<file path="src/rtl/cdb_arbiter_pkg.sv">
// Shared types and default widths for the CDB arbiter and its source FIFOs.
package cdb_arbiter_pkg;

  typedef enum logic {
    CDB_SRC_ALU = 1'b0,
    CDB_SRC_LSU = 1'b1
  } cdb_src_e;

  localparam int unsigned CDB_FIFO_DEPTH = 4;
  localparam int unsigned CDB_ROB_ID_W   = 5;
  localparam int unsigned CDB_DATA_W     = 32;

  // ALU entry: {rob_id, result, jump_flag, target_pc}
  function automatic int unsigned alu_entry_w(input int unsigned rob_id_w, input int unsigned data_w);
    return rob_id_w + 2 * data_w + 1;
  endfunction

  // LSU entry: {rob_id, result}
  function automatic int unsigned lsu_entry_w(input int unsigned rob_id_w, input int unsigned data_w);
    return rob_id_w + data_w;
  endfunction

endpackage

</file>
<file path="src/rtl/cdb_src_fifo.sv">
// Per-source result FIFO; full is derived from the occupancy count only.
module cdb_src_fifo #(
  parameter int unsigned WIDTH = 8,
  parameter int unsigned DEPTH = 4
) (
  input  logic             clk_in,
  input  logic             rst_in,
  input  logic             push,
  input  logic             pop,
  input  logic             flush,
  input  logic [WIDTH-1:0] din,
  output logic [WIDTH-1:0] dout,
  output logic             empty,
  output logic             full
);

  localparam int unsigned AW = $clog2(DEPTH);
  localparam int unsigned CW = AW + 1;

  logic [WIDTH-1:0] r_mem [DEPTH];
  logic [AW-1:0]    r_wr_ptr;
  logic [AW-1:0]    r_rd_ptr;
  logic [CW-1:0]    r_count;
  logic             w_push;
  logic             w_pop;

  assign empty  = (r_count == '0);
  assign full   = (r_count == CW'(DEPTH));
  assign w_push = push & ~full;
  assign w_pop  = pop & ~empty;
  assign dout   = r_mem[r_rd_ptr];

  // Storage write; pointers wrap naturally because DEPTH is a power of two
  always_ff @(posedge clk_in) begin
    if (w_push && !flush) begin
      r_mem[r_wr_ptr] <= din;
    end
  end

  // Pointer and occupancy tracking; flush wins over push/pop
  always_ff @(posedge clk_in or negedge rst_in) begin
    if (!rst_in) begin
      r_wr_ptr <= '0;
      r_rd_ptr <= '0;
      r_count  <= '0;
    end else if (flush) begin
      r_wr_ptr <= '0;
      r_rd_ptr <= '0;
      r_count  <= '0;
    end else begin
      if (w_push) r_wr_ptr <= r_wr_ptr + 1'b1;
      if (w_pop)  r_rd_ptr <= r_rd_ptr + 1'b1;
      case ({w_push, w_pop})
        2'b10:   r_count <= r_count + CW'(1);
        2'b01:   r_count <= r_count - CW'(1);
        default: r_count <= r_count;
      endcase
    end
  end

endmodule

</file>
<file path="src/rtl/cdb_arbiter.sv">
// Round-robin arbiter merging ALU and LSU writeback onto one registered CDB.
// Optional macro CDB_BYPASS_EN: an incoming result whose FIFO is empty may win
// arbitration in the same cycle and skip the FIFO.
module cdb_arbiter
  import cdb_arbiter_pkg::*;
#(
  parameter int unsigned FIFO_DEPTH = CDB_FIFO_DEPTH,
  parameter int unsigned ROB_ID_W   = CDB_ROB_ID_W,
  parameter int unsigned DATA_W     = CDB_DATA_W
) (
  input  logic                clk_in,
  input  logic                rst_in,
  input  logic                rdy_in,
  input  logic                rollback_in,
  input  logic                alu_valid_in,
  input  logic [ROB_ID_W-1:0] alu_rob_id_in,
  input  logic [DATA_W-1:0]   alu_result_in,
  input  logic                alu_jump_flag_in,
  input  logic [DATA_W-1:0]   alu_target_pc_in,
  output logic                alu_full_out,
  input  logic                lsu_valid_in,
  input  logic [ROB_ID_W-1:0] lsu_rob_id_in,
  input  logic [DATA_W-1:0]   lsu_result_in,
  output logic                lsu_full_out,
  output logic                cdb_valid_out,
  output logic                cdb_src_out,
  output logic [ROB_ID_W-1:0] cdb_rob_id_out,
  output logic [DATA_W-1:0]   cdb_result_out,
  output logic                cdb_jump_flag_out,
  output logic [DATA_W-1:0]   cdb_target_pc_out
);

  localparam int unsigned ALU_W = alu_entry_w(ROB_ID_W, DATA_W);
  localparam int unsigned LSU_W = lsu_entry_w(ROB_ID_W, DATA_W);

  logic [ALU_W-1:0] w_alu_in, w_alu_dout, w_alu_head;
  logic [LSU_W-1:0] w_lsu_in, w_lsu_dout, w_lsu_head;
  logic w_alu_empty, w_alu_full, w_lsu_empty, w_lsu_full;
  logic w_alu_tagged, w_lsu_tagged, w_alu_byp, w_lsu_byp;
  logic w_alu_req, w_lsu_req, w_gnt_alu, w_gnt_lsu;
  logic w_fire, w_flush;
  logic w_alu_push, w_lsu_push, w_alu_pop, w_lsu_pop;

  cdb_src_e            r_rr_last;
  logic                r_cdb_valid;
  cdb_src_e            r_cdb_src;
  logic [ROB_ID_W-1:0] r_cdb_rob_id;
  logic [DATA_W-1:0]   r_cdb_result;
  logic                r_cdb_jump;
  logic [DATA_W-1:0]   r_cdb_target;

  assign w_alu_in     = {alu_rob_id_in, alu_result_in, alu_jump_flag_in, alu_target_pc_in};
  assign w_lsu_in     = {lsu_rob_id_in, lsu_result_in};
  assign w_alu_tagged = alu_valid_in & (alu_rob_id_in != '0);
  assign w_lsu_tagged = lsu_valid_in & (lsu_rob_id_in != '0);
  assign w_fire       = rdy_in & ~rollback_in;
  assign w_flush      = rdy_in & rollback_in;

`ifdef CDB_BYPASS_EN
  assign w_alu_byp = w_alu_empty & w_alu_tagged;
  assign w_lsu_byp = w_lsu_empty & w_lsu_tagged;
`else
  assign w_alu_byp = 1'b0;
  assign w_lsu_byp = 1'b0;
`endif

  assign w_alu_req = ~w_alu_empty | w_alu_byp;
  assign w_lsu_req = ~w_lsu_empty | w_lsu_byp;
  assign w_gnt_alu = w_alu_req & (~w_lsu_req | (r_rr_last == CDB_SRC_LSU));
  assign w_gnt_lsu = w_lsu_req & ~w_gnt_alu;

  // A granted empty FIFO can only mean the bypass path carried the result
  assign w_alu_head = w_alu_empty ? w_alu_in : w_alu_dout;
  assign w_lsu_head = w_lsu_empty ? w_lsu_in : w_lsu_dout;

  assign w_alu_push = w_fire & w_alu_tagged & ~w_alu_full & ~(w_alu_byp & w_gnt_alu);
  assign w_lsu_push = w_fire & w_lsu_tagged & ~w_lsu_full & ~(w_lsu_byp & w_gnt_lsu);
  assign w_alu_pop  = w_fire & w_gnt_alu & ~w_alu_empty;
  assign w_lsu_pop  = w_fire & w_gnt_lsu & ~w_lsu_empty;

  cdb_src_fifo #(.WIDTH(ALU_W), .DEPTH(FIFO_DEPTH)) u_alu_fifo (
    .clk_in (clk_in),
    .rst_in (rst_in),
    .push   (w_alu_push),
    .pop    (w_alu_pop),
    .flush  (w_flush),
    .din    (w_alu_in),
    .dout   (w_alu_dout),
    .empty  (w_alu_empty),
    .full   (w_alu_full)
  );

  cdb_src_fifo #(.WIDTH(LSU_W), .DEPTH(FIFO_DEPTH)) u_lsu_fifo (
    .clk_in (clk_in),
    .rst_in (rst_in),
    .push   (w_lsu_push),
    .pop    (w_lsu_pop),
    .flush  (w_flush),
    .din    (w_lsu_in),
    .dout   (w_lsu_dout),
    .empty  (w_lsu_empty),
    .full   (w_lsu_full)
  );

  // CDB output registers and round-robin pointer; payload holds when idle
  always_ff @(posedge clk_in or negedge rst_in) begin
    if (!rst_in) begin
      r_rr_last    <= CDB_SRC_LSU;
      r_cdb_valid  <= 1'b0;
      r_cdb_src    <= CDB_SRC_ALU;
      r_cdb_rob_id <= '0;
      r_cdb_result <= '0;
      r_cdb_jump   <= 1'b0;
      r_cdb_target <= '0;
    end else if (rdy_in) begin
      if (rollback_in) begin
        r_cdb_valid <= 1'b0;
        r_rr_last   <= CDB_SRC_LSU;
      end else if (w_gnt_alu) begin
        r_cdb_valid  <= 1'b1;
        r_cdb_src    <= CDB_SRC_ALU;
        r_rr_last    <= CDB_SRC_ALU;
        r_cdb_rob_id <= w_alu_head[ALU_W-1 -: ROB_ID_W];
        r_cdb_result <= w_alu_head[2*DATA_W -: DATA_W];
        r_cdb_jump   <= w_alu_head[DATA_W];
        r_cdb_target <= w_alu_head[DATA_W-1:0];
      end else if (w_gnt_lsu) begin
        r_cdb_valid  <= 1'b1;
        r_cdb_src    <= CDB_SRC_LSU;
        r_rr_last    <= CDB_SRC_LSU;
        r_cdb_rob_id <= w_lsu_head[LSU_W-1 -: ROB_ID_W];
        r_cdb_result <= w_lsu_head[DATA_W-1:0];
        r_cdb_jump   <= 1'b0;
        r_cdb_target <= '0;
      end else begin
        r_cdb_valid <= 1'b0;
      end
    end
  end

  assign alu_full_out      = w_alu_full;
  assign lsu_full_out      = w_lsu_full;
  assign cdb_valid_out     = r_cdb_valid;
  assign cdb_src_out       = r_cdb_src;
  assign cdb_rob_id_out    = r_cdb_rob_id;
  assign cdb_result_out    = r_cdb_result;
  assign cdb_jump_flag_out = r_cdb_jump;
  assign cdb_target_pc_out = r_cdb_target;

  // A source must hold its result while its FIFO is full
  a_alu_no_overflow: assert property (@(posedge clk_in) disable iff (!rst_in)
    (rdy_in && !rollback_in && alu_valid_in) |-> !w_alu_full);
  a_lsu_no_overflow: assert property (@(posedge clk_in) disable iff (!rst_in)
    (rdy_in && !rollback_in && lsu_valid_in) |-> !w_lsu_full);

endmodule

</file>
<file path="config.mk">
export PLATFORM = sky130hd
export DESIGN_NAME = cdb_arbiter
export DESIGN_NICKNAME = d
export VERILOG_FILES = /design/src/rtl/cdb_arbiter_pkg.sv /design/src/rtl/cdb_src_fifo.sv /design/src/rtl/cdb_arbiter.sv
export SDC_FILE = /design/constraint.sdc
export NUM_CORES = 1
export LEC_CHECK = 0
export ABC_AREA = 1
export BUFFER_PORTS_ARGS = -buffer_cell sky130_fd_sc_hd__buf_2
export CAP_MARGIN = 30
export CORE_ASPECT_RATIO = 0.9
export CORE_MARGIN = 2
export CORE_UTILIZATION = 51
export DETAILED_ROUTE_END_ITERATION = 8
export HOLD_SLACK_MARGIN = 0.03
export PLACE_DENSITY = 0.75
export SLEW_MARGIN = 5
export SYNTH_ARGS = -nofsm -noshare
export SYNTH_HDL_FRONTEND = slang
export SYNTH_SLANG_ARGS = --single-unit
</file>
<file path="constraint.sdc">
create_clock -name clk_in -period 7 [get_ports clk_in]
set_input_delay 0.7 -clock clk_in [delete_from_list [all_inputs] [get_ports clk_in]]
set_output_delay 0.7 -clock clk_in [all_outputs]
set_load 0.05 [all_outputs]
</file>
After elaboration in Yosys (flattened, before gate mapping)
Memories as Yosys holds them, arrays and structs flattened.
Cells that the tools add are included.
{ "word_totals": {"wordCells": 103, "register_bits": 87, "mem_bits_rw": 428, "input_bits": 113, "n_memories": 2} }
{ "memory_table": {"columns": ["name", "words", "word_bits", "read_ports", "rd_clocked_by_memory_dff", "wr", "line_no", "rtl"], "rows": [
  ["u_alu_fifo.r_mem", 4, 70, 1, 0, 1, "cdb_src_fifo.sv:20", "logic [WIDTH-1:0] r_mem [DEPTH];"],
  ["u_lsu_fifo.r_mem", 4, 37, 1, 0, 1, "cdb_src_fifo.sv:20", null]
]} }
{ "op_classes": {"n_bitwise": 25, "eq_ne": 6, "n_reduce_logical": 17, "n_addsub": 8, "n_mux": 32} }
{ "ops": {"columns": ["operator", "count"], "rows": [
  ["2-to-1 mux 32 bit", 4],
  ["2-to-1 mux 70 bit", 1],
  ["2-to-1 mux 37 bit", 1],
  ["bitwise AND 1 bit", 18],
  ["2-to-1 mux 2 bit", 8],
  ["2-to-1 mux 1 bit", 12],
  ["case mux 3 bit (2 select lines)", 2],
  ["2-to-1 mux 5 bit", 2],
  ["nonzero test 2 bit", 5],
  ["nonzero test 5 bit", 2],
  ["nonzero test 3 bit", 3],
  ["adder 2 x 1 -> 2 bit (second input constant)", 4],
  ["adder 3 x 1 -> 3 bit (second input constant)", 2],
  ["== test 3 bit (second input constant)", 2],
  ["logical NOT 3 bit", 2],
  ["2-to-1 mux 3 bit", 2],
  ["NOT 1 bit", 6],
  ["subtractor 3 x 1 -> 3 bit (second input constant)", 2],
  ["== test 2 x 1 -> 1 bit (second input constant)", 2],
  ["== test 2 bit (second input constant)", 2],
  ["AND reduction 3 bit", 1],
  ["logical AND 1 bit", 2],
  ["AND reduction 2 bit", 1],
  ["logical NOT 1 bit", 1],
  ["bitwise OR 1 bit", 1]
]} }

Depth between registers and ports, before layout
Gate-level depths: netlist of the first run.
{ "logic_depth": {"word_depth": 11, "depth_mapped": 14, "depth_no_buf": 14} }

Modules after synthesis
Synthesis of the first run repeated with hierarchy kept, for this count alone.
{ "unflattened": {"cells_unflattened": 1704, "hier_area_um2": 20885.0} }
{ "by_module_without_submodules": {"columns": ["module", "seq_area_each_um2", "cells_each", "instances", "area_each_um2"], "rows": [
  ["cdb_src_fifo (u_alu_fifo)", 8583.2, 747, 1, 10958.0],
  ["cdb_src_fifo (u_lsu_fifo)", 4619.4, 428, 1, 6037.0],
  ["cdb_arbiter", 1828.0, 529, 1, 3890.0]
]} }

Worst setup path before layout of the first run
Ideal clock, no wire load.
{ "synth_path": {"path_type": "input -> register", "start": "input rollback_in", "end": "memory u_alu_fifo.r_mem[0][0] (netlist name) (enable)", "path_buffers": 0, "path_stages": 5, "t_arrival_ns": 4.161, "path_slack_ns": 2.340, "cell_sequence": "inv_1 > nand2_1 > inv_2 > nand4_1 > nor2_1"} }
{ "synth_via": {"elab_chain_cells": 8, "elab_cells_between_ends": 10, "cone_classes": "mux (2); bitwise (6); reduce/logical (2)"} }
{ "synth_lines": {"columns": ["item", "line_no", "rtl"], "rows": [
  ["start: declaration", "cdb_arbiter.sv:14", "input logic rollback_in,"],
  ["NOT 1 bit (no line)", null, null],
  ["bitwise AND 1 bit", "cdb_arbiter.sv:56", "assign w_fire = rdy_in & ~rollback_in;"],
  ["bitwise AND 1 bit (2 in series)", "cdb_arbiter.sv:76", "assign w_alu_push = w_fire & w_alu_tagged & ~w_alu_full & ~(w_alu_byp & w_gnt_alu);"],
  ["bitwise AND 1 bit", "cdb_src_fifo.sv:29", "assign w_push = push & ~full;"],
  ["logical AND 1 bit (*)", "cdb_src_fifo.sv:35", "if (w_push && !flush) begin"],
  ["2-to-1 mux 1 bit (*)", "cdb_src_fifo.sv:35", null],
  ["2-to-1 mux 1 bit (not written as such) (*)", "cdb_src_fifo.sv:36", "r_mem[r_wr_ptr] <= din;"],
  ["end: declaration", "cdb_src_fifo.sv:20", null]
]} }
Every way passes the cells marked *; elsewhere a longest branch is shown, timed or not.

Worst setup path after layout of the first run
{ "layout_path": {"start": "register u_alu_fifo.r_count[0]", "end": "memory u_alu_fifo.r_mem[2][11] (netlist name) (enable)"} }
{ "layout_via": {"elab_chain_cells": 7} }
{ "layout_lines": {"columns": ["item", "line_no", "rtl"], "rows": [
  ["start: declaration", "cdb_src_fifo.sv:23", "logic [CW-1:0] r_count;"],
  ["start signal: assignment", "cdb_src_fifo.sv:54", "2'b10: r_count <= r_count + CW'(1);"],
  ["start signal: assignment", "cdb_src_fifo.sv:55", "2'b01: r_count <= r_count - CW'(1);"],
  ["start signal: assignment", "cdb_src_fifo.sv:56", "default: r_count <= r_count;"],
  ["== test 3 bit (*)", "cdb_src_fifo.sv:28", "assign full = (r_count == CW'(DEPTH));"],
  ["NOT 1 bit (*)", "cdb_src_fifo.sv:29, cdb_arbiter.sv:76", null],
  ["bitwise AND 1 bit", "cdb_arbiter.sv:76", null],
  ["bitwise AND 1 bit (*)", "cdb_src_fifo.sv:29", null],
  ["logical AND 1 bit (*)", "cdb_src_fifo.sv:35", null],
  ["2-to-1 mux 1 bit (*)", "cdb_src_fifo.sv:35", null],
  ["2-to-1 mux 1 bit (not written as such) (*)", "cdb_src_fifo.sv:36", null]
]} }
Marked as above.

==> flow_summary_export.csv, run 1 <==
group,metric,value,unit
outcome,outcome,"finished clean",
power,p_sw_share,36.5,%
final_layout,area_growth,15.5,%
placed_design,dp_cells,2125,
hold_path,holdCritPathClass,"input port to async pin",
timing,skew,0.0136,ns
routing,drt_iter0_markers,1004,
yosys,ys_warn_count,0,
final_layout,fillers,2883,
yosys,ys_seq_area_share,76.0,%
setup_path,cp_max_fo,47,
floorplanning,io-pin-count,187,
final_layout,drive_above_1_share,17.7,%
timing,finalMaxSlewViolations,0,
power,clockPowerShare,28.5,%
yosys,yosys.area_share.adder,0.772,%
routing,firstDrtPassIters,5,
power,combPwrFrac,30.2,%
power,total_power,9.41,mW
timing,fin_crit_sh,43.8,%
timing,hold_viol,0,
yosys,postSynthAreaPerCell,13.0,sq um
yosys,ys_ff_latch,515,
floorplanning,initial_core_util,51.7,%
clocking,cts_tree,"built",
routing,avgRoutedWirePerCell,20.1,um
final_layout,fin_cells,2228,
clocking,cts_root_buffer,"clkbuf_16",
setup_path,worstRegToRegCells,5,
yosys,synth_xor_area_share,0.133,%
timing,setup-violations-final,0,
final_layout,fin_util,59.7,%
setup_path,crit_type,"flip-flop to flip-flop",
global_route,grt-ovfl-total,0,
placed_design,gp_congestion,0.844,
setup_path,cp-end-kind,"flip-flop",
yosys,syn-cell-area,0.0198,sq mm
clocking,clockBufferDepth,3,
timing,rsz0062_at_grt,"no",
timing,tightest_slew,0.986,ns
routing,route.antenna.remaining_nets,0,
clocking,ctsResizeCount,0,
global_route,antenna_found_initial,11,
floorplanning,placementRows,68,
clocking,cts_sinks,515,
flow_run,drv_cap,0,
power,p_int,5.97,mW
routing,vias,12577,
clocking,htreeDepth,2,
yosys,synth_mux_area_share,0,%
routing,remaining_drc_errors,0,
clocking,postCtsHoldBufs,0,
floorplanning,die_w,212,um
yosys,synthFlopType,"edfxtp_1",
timing,finalCriticalPeriod,3.07,ns
power,switchingPower,3.43,mW
yosys,synth_compound_area_share,9.45,%
power,leakage,8.71,nW
power,vdd_ir_drop_max,0.000231,V
yosys,synthCells,1519,
yosys,yosysTopAreaCell,"edfxtp_1",
global_route,grt_usage,22.2,%
clocking,numCtsBuffers,51,
global_route,grt_pass1_vias,12410,
power,power_density,411,mW/mm^2
routing,viasPerCell,5.64,
placed_design,io_buffers,186,
placed_design,hpwlAfterDp,26700,um
yosys,async_reset_ff_share,16.9,%
global_route,grt_pass1_wl,68900,um
timing,slew_headroom,34.3,%
timing,setup_tns,0,ns
clocking,clk_pin_slew,0.06,ns
yosys,synth_simple_gate_area_share,10.6,%
placed_design,place_area,0.0211,sq mm
global_route,grt_max_degree,95,
power,power_frac_seq,41.2,%
yosys,synth.area.top_cells,"edfxtp_1 (65%), dfrtp_1 (11%), nand2_1 (5.8%)",
yosys,synth_edf_count,428,
yosys,syn_nets,1643,
floorplanning,die_y,191,um
yosys,yosysMostFrequentCell,"edfxtp_1",
setup_path,crit_arrival,3.25,ns
setup_path,required,7.18,ns
final_layout,final_area,0.0229,sq mm
setup_path,cp-start-kind,"flip-flop",
yosys,synth_top_family_by_area,"simple AND/OR/NAND/NOR gates",
final_layout,fin_nets,1814,
floorplanning,die_area,0.0404,sq mm
clocking,clock_latency,0.56,ns
yosys,synth.distinct_cells,34,
yosys,ys_top_cells_by_count,"edfxtp_1 (428), nand2_1 (308), nor2_1 (164)",
routing,routed_wl,44900,um
yosys,yosys.area.top_type_share,65.0,%
clocking,cts_setup_buffers,0,
timing,max_freq,326,MHz
floorplanning,coreArea,0.0383,sq mm
placed cells by master, fill, tap and decap left out, types with 5 or more instances in the layout:
master,n
inv_1,28
a21oi_1,72
o21ai_0,139
a22oi_1,33
nor2_4,9
edfxtp_1,428
clkbuf_8,5
clkinv_2,8
o21ai_1,16
buf_2,185
o22ai_1,75
nor2_1,156
clkbuf_16,53
dfrtp_1,83
ha_1,9
clkinv_1,6
clkbuf_1,15
nand2_1,308
diode_2,6
nand3_1,46
buf_4,18
critical path: stages (launching register included):
cell	delay, ns
dfrtp_1	0.44
nor2_2	0.07
nand2_1	0.07
nand4_1	0.54
nor2_4	0.82
buf_4	0.72
final cells by class:
| type | instances | area, sq um | area share (%) |
|---|---|---|---|
| diodes | 6 | 15.0 | 0.0657 |
| clock buffers | 73 | 1450 | 6.35 |
| clock inverters | 22 | 213 | 0.930 |
| inverters | 32 | 123 | 0.536 |
| multi-input cells | 882 | 4220 | 18.5 |
| flip-flops and latches | 515 | 15000 | 65.8 |
| well taps | 490 | 613 | 2.68 |
| repair buffers | 208 | 1180 | 5.18 |
per-layer routing:
layer	wire length [um]	global-route usage [%]	vias up
met5	57	0	-
met4	1280	7.69	10
met2	21900	36.6	430
met3	2940	4.59	98
met1	18700	29.6	6226
li1	-	-	5813
worst paths after layout:
kind | endpoint | from | slack [ns]
hold / removal | cdb_target_pc_out[5] | rst_in | 0.13
min in group clk_in | u_alu_fifo.r_mem[0][41] | alu_result_in[8] | 0.35
max in group asynchronous | u_alu_fifo.r_rd_ptr[0] | rst_in | 5.71
setup / recovery | u_alu_fifo.r_mem[2][11] | u_alu_fifo.r_count[0] | 3.93
hold reg to reg | cdb_target_pc_out[2] | cdb_target_pc_out[2] | 0.48
setup reg to reg | u_alu_fifo.r_mem[2][11] | u_alu_fifo.r_count[0] | 3.93
through the flow:
stage	setup WS (ns)	hold slack, ns
floorplan	2.34	0.404
global route	3.74	0.157
detailed placement	3.30	0.461
CTS	3.78	0.138
finish	3.93	0.128
global placement	3.33	0.460
kinds of logic after synthesis:
group                      count (synthesis)
buffers and inverters                    122
AOI/OAI and AO/OA                        337
xor gates and xnor gates                   3
adders and majority gates                 11
DFF                                      515
and+or+nand+nor                          531
power groups by stage:
stage / clock, mW / combinational (mW) / sequential [mW]
6_report: 2.68 / 2.84 / 3.88
3_3_place_gp: 0 / 2.76 / 3.92
2_1_floorplan: 0 / 1.44 / 4.57
5_1_grt: 2.85 / 3.11 / 3.90
3_5_place_dp: 0 / 2.83 / 3.93
4_1_cts: 2.72 / 2.85 / 3.87
flip-flops by register name (all words and copies together) (netlist names):
signal               cells
cdb_jump_flag_out        1
cdb_result_out          32
cdb_rob_id_out           5
cdb_src_out              1
cdb_target_pc_out       32
cdb_valid_out            1
r_rr_last                1
u_alu_fifo.r_count       3
u_alu_fifo.r_mem       280
u_alu_fifo.r_rd_ptr      2
u_alu_fifo.r_wr_ptr      2
u_lsu_fifo.r_count       3
u_lsu_fifo.r_mem       148
u_lsu_fifo.r_rd_ptr      2
u_lsu_fifo.r_wr_ptr      2
(Power assumes the default switching activity.)
==> run 2: changes to the inputs <==
ABC_AREA = 0   (was 1)
clock period = 2.9 ns   (was 7 ns; I/O delays follow)
==> flow_summary_export.csv, run 2 <==
group,metric,value,unit
setup_path,cp-start-kind,"flip-flop",
routing,firstDrtPassIters,8,
yosys,syn_nets,1104,
placed_design,place_area,0.0211,sq mm
clocking,clock_latency,0.57,ns
hold_path,whs_endpoint,"r_rr_last",
timing,setup-violations-final,0,
placed_design,hpwlAfterDp,24100,um
yosys,yosysTopAreaCell,"edfxtp_1",
global_route,antenna_found_initial,3,
global_route,grt_pass1_wl,63800,um
global_route,grt_pass1_vias,10895,
setup_path,cp-end-kind,"flip-flop",
timing,skew,0.0157,ns
clocking,cts_root_buffer,"clkbuf_16",
setup_path,r2r-end,"u_alu_fifo.r_count[2]",
hold_path,holdPathStages,3,
final_layout,fin_util,63.6,%
final_layout,final_cell_mix,"edfxtp_1 (428), buf_2 (185), nand2_1 (151)",
placed_design,gp_congestion,0.759,
setup_path,crit_buf_inv,1,
setup_path,worstReg2RegStart,"u_alu_fifo.r_count[0]",
floorplanning,initial_core_util,51.8,%
floorplanning,coreArea,0.0373,sq mm
clocking,cts_tree,"built",
yosys,ys_top_cells_by_count,"edfxtp_1 (428), nand2_1 (151), mux4_2 (107)",
routing,avgRoutedWirePerCell,22.8,um
power,vdd_ir_drop_max,0.000665,V
yosys,synth_edf_count,428,
yosys,synthCells,980,
yosys,syn-cell-area,0.0193,sq mm
hold_path,min_from,"rollback_in",
yosys,ys_ff_latch,515,
yosys,synthFlopType,"edfxtp_1",
floorplanning,die_y,189,um
floorplanning,die_area,0.0395,sq mm
setup_path,worst_path_max_delay_cell,"dfrtp_1",
routing,route.antenna.remaining_nets,0,
yosys,async_reset_ff_share,16.9,%
timing,slew_headroom,46.9,%
clocking,cts_sinks,515,
routing,vias,10321,
yosys,synth.distinct_cells,41,
global_route,grt_usage,21.6,%
outcome,outcome,"finished clean",
routing,remaining_drc_errors,0,
yosys,synth.area.top_cells,"edfxtp_1 (67%), mux4_2 (12%), dfrtp_1 (11%)",
floorplanning,io-pin-count,187,
final_layout,seq_area,0.0150,sq mm
setup_path,r2r_slack,0.37,ns
setup_path,crit_type,"flip-flop to flip-flop",
final_layout,final_area,0.0237,sq mm
power,power_density,885,mW/mm^2
yosys,ys_warn_count,0,
clocking,clk_pin_slew,0.06,ns
timing,finalCriticalPeriod,2.53,ns
clocking,numCtsBuffers,50,
final_layout,multi_input_area,0.00404,sq mm
global_route,grt-ovfl-total,0,
final_layout,regMostFlops,"u_alu_fifo.r_mem",
final_layout,largest_reg_flops,280,
setup_path,crit_arrival,3.03,ns
setup_path,required,3.40,ns
setup_path,cp_max_fo,7,
setup_path,max_stage_delay,0.54,ns
placed_design,io_buffers,186,
clocking,clockBufferDepth,3,
floorplanning,placementRows,67,
timing,tightest_slew,0.796,ns
final_layout,fillers,2553,
yosys,yosysMostFrequentCell,"edfxtp_1",
routing,routed_wl,41600,um
timing,fin_ws,0.366,ns
timing,fin_crit_sh,87.4,%
timing,setup_tns,0,ns
floorplanning,die_w,209,um
global_route,grt_max_degree,71,
yosys,ys_seq_area_share,77.8,%
timing,finalMaxSlewViolations,0,
final_layout,area_growth,22.8,%
routing,viasPerCell,5.65,
routing,drt_iter0_markers,812,
yosys,yosys.area.top_type_share,66.5,%
setup_path,worstRegToRegCells,8,
hold_path,holdCritPathClass,"input port to flip-flop",
yosys,postSynthAreaPerCell,19.7,sq um
clocking,htreeDepth,2,
timing,hold_viol,0,
placed_design,dp_slack,0.326,ns
setup_path,crit_chain,"or3b_2 > o2111a_1 > inv_1 > ha_1 > fa_1 > xnor2_1 > or3_1 > a21oi_1",
timing,rsz0062_at_grt,"no",
clocking,ctsResizeCount,0,
final_layout,final_common_cell,"edfxtp_1",
final_layout,drive_above_1_share,30.2,%
final_layout,top_regs,"u_alu_fifo.r_mem x280, u_lsu_fifo.r_mem x148",
flow_run,drv_cap,0,
final_layout,fin_nets,1424,
setup_path,cp_top_family,"adder cells",
timing,max_freq,395,MHz
power,leakage,8.59,nW
run 2: how the worst max path moves through the flow:
stage | from | to | slack [ns] | depth (start not counted)
finish | u_alu_fifo.r_count[0] | u_alu_fifo.r_count[2] | 0.37 | 8
detailed placement | rdy_in | u_alu_fifo.r_count[2] | 0.33 | 9
global route | u_alu_fifo.r_count[0] | u_alu_fifo.r_count[2] | 0.20 | 8
floorplan | u_alu_fifo.r_count[0] | u_alu_fifo.r_count[2] | 0.28 | 9
global placement | rdy_in | u_alu_fifo.r_count[2] | 0.35 | 9
CTS | u_alu_fifo.r_count[0] | u_alu_fifo.r_count[2] | 0.38 | 8
run 2: layout make-up:
type / instances / area share, %
flip-flops and latches: 515 / 63.4
multi-input cells: 402 / 17.0
repair buffers: 318 / 10.1
clock buffers: 75 / 5.97
well taps: 483 / 2.55
clock inverters: 18 / 0.696
inverters: 13 / 0.206
diodes: 2 / 0.0211
run 2: through the flow:
stage          power (mW)  cells  hold WS (ns)
5_1_grt              21.9   1826        0.0812
4_1_cts              21.2   1824        0.0655
2_1_floorplan        13.2    980      -0.00559
3_5_place_dp         14.8   1622         0.427
6_report             21.0   1826         0.102
3_3_place_gp         14.7   1621         0.418
run 2: cell families (layout without fill, tap and decap cells):
family          after synthesis  in the layout  share of synthesized area [%]
xor+xnor                      6              6                          0.272
other cells                   0              2                              0
buf+inv                      63            424                           1.39
simple gates                182            182                           3.85
mux                         112            112                           12.7
fa+ha+maj                    11             11                          0.790
flops                       515            515                           77.8
compound gates               91             91                           3.15
run 2: per-layer routing:
layer,track usage [%],vias up,share of wire (%)
met5,0,-,0.031
met4,5.63,2,1.9
met3,4.40,63,6.2
met2,35.5,360,49
met1,30.1,5381,42
li1,-,4515,-
run 2: what timing repair did:
item | CTS | global route
endpoints found under the hold margin | 479 | 0
hold buffers | 109 | 0
buffers inserted | 0 | 0
run 2: tightest hold or removal path: cells and delay by family:
family | cells | cell delay [ns]
AOI/OAI and AO/OA | 2 | 0.25
buffers and inverters | 1 | 0.12
run 2: power by group:
part | switching [mW] | internal (mW)
combinational | 3.53 | 1.92
clock | 2.62 | 3.64
sequential | 0.549 | 8.74
total | 6.69 | 14.3
==> run 3: changes to the inputs <==
--- a/config.mk
+++ b/config.mk
@@ -13,2 +13,3 @@
 export CORE_UTILIZATION = 51
+export CTS_BUF_LIST = sky130_fd_sc_hd__clkbuf_4 sky130_fd_sc_hd__clkbuf_8 sky130_fd_sc_hd__clkbuf_16
 export DETAILED_ROUTE_END_ITERATION = 8
==> constraint.sdc (replaced) <==
create_clock -name clk_in -period 2.9 [get_ports clk_in]
set_input_delay 0.725 -clock clk_in [delete_from_list [all_inputs] [get_ports clk_in]]
set_output_delay 0.725 -clock clk_in [all_outputs]
set_load 0.05 [all_outputs]
==> flow_summary_export.csv, run 3 (synthesis gave the netlist of run 2 again) <==
group,metric,value,unit
timing,hold_viol,0,
timing,tightest_slew,0.750,ns
clocking,cts_sinks,515,
setup_path,worstReg2RegStart,"u_lsu_fifo.r_count[0]",
placed_design,gp_congestion,0.784,
final_layout,final_common_cell,"edfxtp_1",
placed_design,hpwlAfterDp,25000,um
power,vdd_ir_drop_max,0.000796,V
setup_path,crit_type,"flip-flop to output pin",
clocking,clk_pin_slew,0.06,ns
floorplanning,die_area,0.0395,sq mm
routing,remaining_drc_errors,0,
hold_path,holdCritPathClass,"input port to async pin",
clocking,clockBufferDepth,3,
timing,slew_headroom,50.0,%
setup_path,required,2.17,ns
global_route,grt-ovfl-total,0,
clocking,cts_root_buffer,"clkbuf_16",
setup_path,cp-end-kind,"output pin",
routing,firstDrtPassIters,5,
global_route,met1_usage,30.5,%
timing,setup-violations-final,0,
setup_path,r2r_slack,0.58,ns
routing,viasPerCell,5.68,
placed_design,io_buffers,186,
global_route,grt_max_degree,71,
routing,vias,9861,
global_route,busiest_layer,"met2",
setup_path,worstRegToRegCells,8,
flow_run,drv_cap,0,
placed_design,place_area,0.0212,sq mm
global_route,antenna_found_initial,10,
clocking,clock_latency,0.57,ns
global_route,grt_pass1_vias,10332,
floorplanning,placementRows,67,
global_route,use_met2,33.9,%
floorplanning,die_w,209,um
setup_path,cp-start-kind,"flip-flop",
final_layout,area_growth,18.9,%
setup_path,cp_max_fo,5,
global_route,grt_usage,21.4,%
clocking,cts_tree,"built",
setup_path,r2r-end,"u_alu_fifo.r_count[2]",
final_layout,regMostFlops,"u_alu_fifo.r_mem",
floorplanning,io-pin-count,187,
final_layout,final_cell_mix,"edfxtp_1 (428), buf_2 (185), nand2_1 (151)",
timing,max_freq,374,MHz
timing,setup_tns,0,ns
clocking,cts_setup_buffers,0,
timing,rsz0062_at_grt,"no",
clocking,numCtsBuffers,50,
power,power_density,942,mW/mm^2
final_layout,largest_reg_flops,280,
floorplanning,die_y,189,um
final_layout,final_area,0.0230,sq mm
timing,skew,0.0147,ns
final_layout,drive_above_1_share,35.4,%
clocking,postCtsHoldBufs,0,
final_layout,top_regs,"u_alu_fifo.r_mem x280, u_lsu_fifo.r_mem x148",
timing,fin_crit_sh,92.1,%
routing,drt_iter0_markers,852,
routing,routed_wl,41100,um
outcome,outcome,"finished clean",
floorplanning,coreArea,0.0373,sq mm
routing,avgRoutedWirePerCell,23.6,um
power,leakage,8.33,nW
timing,finalMaxSlewViolations,0,
final_layout,fillers,2631,
final_layout,seq_area,0.0150,sq mm
clocking,htreeDepth,2,
global_route,use_met3,4.42,%
final_layout,fin_nets,1331,
timing,finalCriticalPeriod,2.67,ns
routing,route.antenna.remaining_nets,0,
floorplanning,initial_core_util,51.8,%
final_layout,multi_input_area,0.00404,sq mm
global_route,grt_pass1_wl,62700,um
setup_path,crit_arrival,1.95,ns
clocking,ctsResizeCount,0,
-- run 3: cell count changes in the layout (fill, tap and decap cells not counted), sizes merged --
cell         before  now
dlygate4sd3     109    0
clkinv           13   10
buf             209  225
clkbuf           75   70
clkinvlp          0    3
inv              15   14
diode             2    5
bufinv            3    9
-- run 3: stage by stage --
stage | util [%] | worst slack (ns) | std cells | hold WS, ns | power (mW)
2_1_floorplan | - | 0.0856 | 980 | 0.429 | 13.2
3_3_place_gp | 56.7 | 0.0875 | 1638 | 0.452 | 14.8
3_5_place_dp | 56.7 | 0.0757 | 1638 | 0.458 | 14.9
4_1_cts | 61.5 | 0.217 | 1731 | 0.243 | 21.8
5_1_grt | 61.6 | 0.163 | 1732 | 0.268 | 22.5
6_report | 61.6 | 0.229 | 1736 | 0.226 | 21.6
-- run 3: worst max path at each step --
| stage | startpoint | to |
|---|---|---|
| 2_1_floorplan | rdy_in | u_lsu_fifo.r_mem[0][0] |
| 3_3_place_gp | alu_rob_id_in[2] | u_alu_fifo.r_count[2] |
| 3_5_place_dp | lsu_rob_id_in[2] | u_lsu_fifo.r_count[2] |
| 4_1_cts | u_lsu_fifo.r_count[0] | lsu_full_out |
| 5_1_grt | u_lsu_fifo.r_count[0] | lsu_full_out |
| 6_report | u_lsu_fifo.r_count[0] | lsu_full_out |
-- run 3: report_power, final --
group | internal, mW | switching [mW]
sequential | 8.73 | 0.621
clock | 4.32 | 2.66
combinational | 1.86 | 3.43
-- run 3: area by class of cell --
| class | instances | area share [%] |
|---|---|---|
| diodes | 5 | 0.0545 |
| clock buffers | 70 | 6.37 |
| clock inverters | 23 | 1.51 |
| inverters | 13 | 0.212 |
| multi-input cells | 402 | 17.6 |
| flip-flops and latches | 515 | 65.5 |
| well taps | 483 | 2.63 |
| repair buffers | 225 | 6.15 |
-- run 3: routing by layer --
| metal | routed length [um] | part of all wire, % |
|---|---|---|
| met3 | 2630 | 6.4 |
| met4 | 970 | 2.4 |
| met2 | 19800 | 48 |
| met5 | 69 | 0.17 |
| met1 | 17600 | 43 |
-- run 3: worst max-delay path: stages, from the launching register on --
cell and delay, ns:
dfrtp_1 0.43, or3b_2 0.52, inv_1 0.15, buf_2 0.29
